**src/rtl/display_scan_ctrl.sv**
```systemverilog
// display_scan_ctrl: converts an N-bit binary value to four BCD digits
// (shift-and-add-3) and multiplexes them onto a shared, active-low
// 7-segment bus with optional leading-zero blanking.
module display_scan_ctrl #(
  parameter int N        = 10,
  parameter int DIV      = 50000,
  parameter int BLANK_LZ = 1
) (
  input  logic         clk,
  input  logic         rst,
  input  logic [N-1:0] value_in,
  input  logic         load,
  output logic         busy,
  output logic         done,
  output logic [15:0]  bcd_out,
  output logic [6:0]   seg,
  output logic [3:0]   an
);

  typedef enum logic [1:0] {IDLE, SHIFT, DONE} state_t;

  localparam int             PW        = (DIV > 2) ? $clog2(DIV) : 1;
  localparam logic [PW-1:0]  PRESC_MAX = PW'(DIV - 1);
  localparam logic [3:0]     N_CNT     = 4'(N);
  localparam logic [6:0]     SEG_BLANK = 7'b1111111;

  // Segment pattern {g,f,e,d,c,b,a}, active-low; non-decimal nibbles go dark.
  function automatic logic [6:0] seg_enc(input logic [3:0] d);
    logic [6:0] s;
    case (d)
      4'd0:    s = 7'b1000000;
      4'd1:    s = 7'b1111001;
      4'd2:    s = 7'b0100100;
      4'd3:    s = 7'b0110000;
      4'd4:    s = 7'b0011001;
      4'd5:    s = 7'b0010010;
      4'd6:    s = 7'b0000010;
      4'd7:    s = 7'b1111000;
      4'd8:    s = 7'b0000000;
      4'd9:    s = 7'b0010000;
      default: s = SEG_BLANK;
    endcase
    return s;
  endfunction

  // ---------------------------------------------------------------------
  // Conversion datapath
  // ---------------------------------------------------------------------
  state_t         state_reg, state_next;
  logic [N-1:0]   bin_reg, bin_next;
  logic [15:0]    acc_reg, acc_next;
  logic [3:0]     cnt_reg, cnt_next;
  logic [15:0]    bcd_reg;
  logic [15:0]    acc_adj;
  logic [15:0]    acc_shift;
  logic [N-1:0]   bin_shift;

  // Add-3 correction on every nibble that would overflow past 9 once doubled.
  generate
    for (genvar gi = 0; gi < 4; gi++) begin : g_adj
      assign acc_adj[gi*4 +: 4] = (acc_reg[gi*4 +: 4] >= 4'd5) ?
                                  acc_reg[gi*4 +: 4] + 4'd3 :
                                  acc_reg[gi*4 +: 4];
    end
  endgenerate

  assign acc_shift = {acc_adj[14:0], bin_reg[N-1]};
  assign bin_shift = {bin_reg[N-2:0], 1'b0};

  // State, shift register and counter update.
  always_ff @(posedge clk or posedge rst) begin
    if (rst) begin
      state_reg <= IDLE;
      bin_reg   <= '0;
      acc_reg   <= '0;
      cnt_reg   <= '0;
    end else begin
      state_reg <= state_next;
      bin_reg   <= bin_next;
      acc_reg   <= acc_next;
      cnt_reg   <= cnt_next;
    end
  end

  // Next-state logic: requests are only accepted from IDLE.
  always_comb begin
    state_next = state_reg;
    bin_next   = bin_reg;
    acc_next   = acc_reg;
    cnt_next   = cnt_reg;
    case (state_reg)
      IDLE: begin
        if (load) begin
          bin_next   = value_in;
          acc_next   = '0;
          cnt_next   = N_CNT;
          state_next = SHIFT;
        end
      end
      SHIFT: begin
        bin_next = bin_shift;
        acc_next = acc_shift;
        cnt_next = cnt_reg - 4'd1;
        if (cnt_reg == 4'd1) state_next = DONE;
      end
      DONE:    state_next = IDLE;
      default: state_next = IDLE;
    endcase
  end

  // Publish the result on the edge that enters DONE (last shift's output).
  always_ff @(posedge clk or posedge rst) begin
    if (rst)                                     bcd_reg <= '0;
    else if (state_reg == SHIFT && cnt_reg == 4'd1) bcd_reg <= acc_shift;
  end

  assign busy    = (state_reg == SHIFT);
  assign done    = (state_reg == DONE);
  assign bcd_out = bcd_reg;

  // ---------------------------------------------------------------------
  // Display scanning
  // ---------------------------------------------------------------------
  logic [PW-1:0] presc_reg;
  logic [1:0]    idx_reg;
  logic [3:0]    dig_zero;
  logic [3:0]    nib;
  logic          blank;
  logic [6:0]    seg_reg, seg_next;
  logic [3:0]    an_reg, an_next;

  generate
    for (genvar gi = 0; gi < 4; gi++) begin : g_zero
      assign dig_zero[gi] = (bcd_reg[gi*4 +: 4] == 4'd0);
    end
  endgenerate

  // Free-running slot timer; each wrap moves to the next digit.
  always_ff @(posedge clk or posedge rst) begin
    if (rst) begin
      presc_reg <= '0;
      idx_reg   <= '0;
    end else if (presc_reg == PRESC_MAX) begin
      presc_reg <= '0;
      idx_reg   <= idx_reg + 2'd1;
    end else begin
      presc_reg <= presc_reg + 1'b1;
    end
  end

  // Pick the current digit and decide whether it is a leading zero.
  always_comb begin
    nib   = bcd_reg[{idx_reg, 2'b00} +: 4];
    blank = 1'b0;
    if (BLANK_LZ != 0) begin
      case (idx_reg)
        2'd3:    blank = dig_zero[3];
        2'd2:    blank = dig_zero[3] & dig_zero[2];
        2'd1:    blank = dig_zero[3] & dig_zero[2] & dig_zero[1];
        default: blank = 1'b0;
      endcase
    end
    seg_next = blank ? SEG_BLANK : seg_enc(nib);
    an_next  = ~(4'b0001 << idx_reg);
  end

  // Register the drive pins so they change together and glitch-free.
  always_ff @(posedge clk or posedge rst) begin
    if (rst) begin
      seg_reg <= 7'b1000000;
      an_reg  <= 4'b1110;
    end else begin
      seg_reg <= seg_next;
      an_reg  <= an_next;
    end
  end

  assign seg = seg_reg;
  assign an  = an_reg;

endmodule
```
**config.mk**
```make
export PLATFORM = sky130hd
export DESIGN_NAME = display_scan_ctrl
export DESIGN_NICKNAME = d
export VERILOG_FILES = /design/src/rtl/display_scan_ctrl.sv
export SDC_FILE = /design/constraint.sdc
export NUM_CORES = 1
export LEC_CHECK = 0
export CELL_PAD_IN_SITES_DETAIL_PLACEMENT = 0
export CELL_PAD_IN_SITES_GLOBAL_PLACEMENT = 1
export CORE_AREA = 2 2 93 95
export DETAILED_ROUTE_END_ITERATION = 10
export DIE_AREA = 0 0 95 97
export GPL_TIMING_DRIVEN = 0
export PLACE_DENSITY = 0.81
export SETUP_SLACK_MARGIN = 0.1
export SYNTH_ARGS = -nofsm -noshare
export SYNTH_HDL_FRONTEND = slang
export SYNTH_SLANG_ARGS = --single-unit
```
**constraint.sdc**
```tcl
create_clock -name clk -period 4.3 [get_ports clk]
set_input_delay 0.86 -clock clk [delete_from_list [all_inputs] [get_ports clk]]
set_output_delay 0.86 -clock clk [all_outputs]
set_load 0.1 [all_outputs]
```
==> impl_metrics.yaml <==
timing:
  skew_ps: 15.2
  finalHoldWorstSlack_ps: 485
  setup_viol: 0
  period_minus_slack_ps: 3370
  slew_headroom_pct: 34.0
  worst_pin_slew_ps: 988
  setup-tns-final_ps: 0
  max_freq_mhz: 297
  rsz0062_at_grt: "false"
  hold_viol_final: 0
  fin_crit_sh_pct: 78.3
  drv_slew: 0
cts:
  clk_pin_slew_ps: 80
  numCtsBuffers: 9
  cts_buffer_depth: 2
  cts_hold_buf: 0
  clock_latency_ps: 350
  clock_sinks: 77
  post-cts-setup-buffer-count: 0
  htreeDepth: 3
  clockRootBuffer: "clkbuf_8"
  ctsResizeCount: 0
  tritoncts: "done"
yosys:
  syn_area_sq_um: 3800
  yosys-top-cells-area: "dfrtp_1 48%, ha_1 6.9%, o21ai_0 6.3%, nand2_1 3.9%, dfstp_2 2.8%"
  synth_commonest_cells: "73 x dfrtp_1, 48 x o21ai_0, 40 x nand2_1"
  ys_seq_area_share_pct: 50.8
  ys_ff_latch: 77
  synth_top_area_share_pct: 48.0
  synthFlopType: "dfrtp_1"
  ys_types: 49
  synth_nets: 402
  synth_warnings: 0
  synthArstFlopShare_pct: 100
  syn_area_per_cell_sq_um: 10.3
  netlist_instances: 368
  synth_largest_area_cell: "dfrtp_1"
  synth.most_common_cell: "dfrtp_1"
  synth-edff-count: 0
cells_and_area:
  diodes: 0
  synthToLayoutAreaGrowth_pct: 20.6
  fin_nets: 455
  layout-drive-gt1-share_pct: 10.3
  final_cells: 531
  nFillCells: 727
  final_util_pct: 56.4
route:
  met1Wirelength_um: 3800
  ant_nets: 0
  dr.pass1.iters: 4
  drc: 0
  drt-total-wl_um: 7680
  vias: 2836
  wl_per_cell_um: 14.5
  top_layer: "met4"
  via_per_inst: 5.34
  dr_wl_met3_um: 246
  drtIter0Drc: 133
  met2_length_um: 3480
global_route:
  grt_pass1_wl_um: 13300
  antenna_found_initial: 0
  grt-ovfl-total: 0
  grt_max_degree: 51
  first_global_vias: 2789
  grt_usage_pct: 18.4
floorplanning:
  dieArea_sq_um: 9220
  num_rows: 33
  die_h_um: 97
  design.core.area_sq_um: 8130
  ios: 42
  die_w_um: 95
  start_util_pct: 46.8
power_and_ir_drop:
  switchingPower_mw: 1.79
  combPwrFrac_pct: 52.2
  cellLeakagePower_nw: 1.97
  sw_frac_of_total_pct: 49.3
  internal_power_mw: 1.84
  clkPwrFrac_pct: 15.8
  p_per_area_nw_per_um2: 793
  ir_drop_mv: 0.328
  p_seq_share_pct: 32.0
placement:
  hpwl_um: 5620
  gp_congestion: 0.829
  portBuffers: 41
  place_inst: 515
hold_path:
  min_path_type: "flip-flop to flip-flop"
worst_setup_path:
  crit_path_max_incr_delay_ps: 1170
  worst_ep_arrival_time_ps: 2510
  crit_buf_inv: 3
  critical-path-slowest-cell: "clkdlybuf4s50_1"
  start_kind: "flip-flop"
  cp-end-kind: "output port"
  required_ps: 3440
  cp_top_family: "buffers and inverters"
  critPathMaxFanout: 10
  criticalPathCategory: "flip-flop to output port"
  crit_chain: "nand2b_1 > buf_4 > inv_2 > clkdlybuf4s50_1"
job:
  drv_cap: 0
outcome:
  outcome: "finished clean"
==> layer usage <==
metal	GRT usage, %	vias to the layer above
met1	26.0	1379
met5	0	-
met2	28.0	56
li1	-	1390
met3	3.19	11
met4	7.36	0
==> through the flow <==
stage                     instance area (sq um)  total power, mW  setup slack, ps
after floorplan                            3800             2.61             1480
after global placement                     4350             3.04              138
after detailed placement                   4380             3.09             1300
after CTS                                  4590             3.66              906
after global routing                       4590             3.88              861
final                                      4590             3.64              933
==> cells in the final DEF (no fill, tap or decap), drive strengths merged, types with 5 or more instances in the layout <==
master	count
nor2	15
nand2	40
clkbuf	19
o21ai	51
nand4	5
mux2i	8
dfrtp	73
a21oi	21
clkdlybuf4s50	41
xor2	6
mux2	7
nand3	5
xnor2	12
nand2b	7
buf	5
ha	21
inv	26
nor4	5
nor3	8
==> power groups by stage <==
stage / registers (mW) / logic, mW / clock network (mW)
final: 1.16 / 1.90 / 0.575
after global routing: 1.20 / 2.07 / 0.619
after CTS: 1.17 / 1.91 / 0.585
after detailed placement: 1.18 / 1.91 / 0
after global placement: 1.17 / 1.87 / 0
after floorplan: 1.83 / 0.786 / 0
==> worst paths after layout <==
kind / startpoint / to / slack [ps] / cells after the start
worst max register to register: cnt_reg[1] / bcd_out[13] / 2100 / 6
worst max-delay path: state_reg[1] / busy / 930 / 4
max in group asynchronous: rst / an[3] / 2830 / 3
worst min-delay path: bin_reg[0] / bin_reg[0] / 490 / 1
worst min register to register: bin_reg[0] / bin_reg[0] / 490 / 1
min in group asynchronous: rst / bcd_out[3] / 840 / 2
==> cells by family (layout without fill, tap and decap cells) <==
kind of cell    after synthesis  count (layout)  synth area share, %
simple gates                110             110                 15.1
flops                        77              77                 50.8
buf+inv                      38              96                 4.28
fa+ha+maj                    21              21                 6.91
xor+xnor                     18              18                 4.14
mux                          19              19                 6.64
compound gates               85              85                 12.1
==> area by class of cell <==
type | instances | area [sq um] | share of cell area [%]
flip-flops and latches | 77 | 1930 | 42.1
multi-input cells | 253 | 1710 | 37.3
repair buffers | 42 | 438 | 9.55
clock buffers | 11 | 151 | 3.30
well taps | 105 | 131 | 2.86
inverters | 26 | 100 | 2.18
plain buffers | 12 | 65.1 | 1.42
clock inverters | 5 | 58.8 | 1.28
Note: power is estimated with default switching activity, not from simulation.
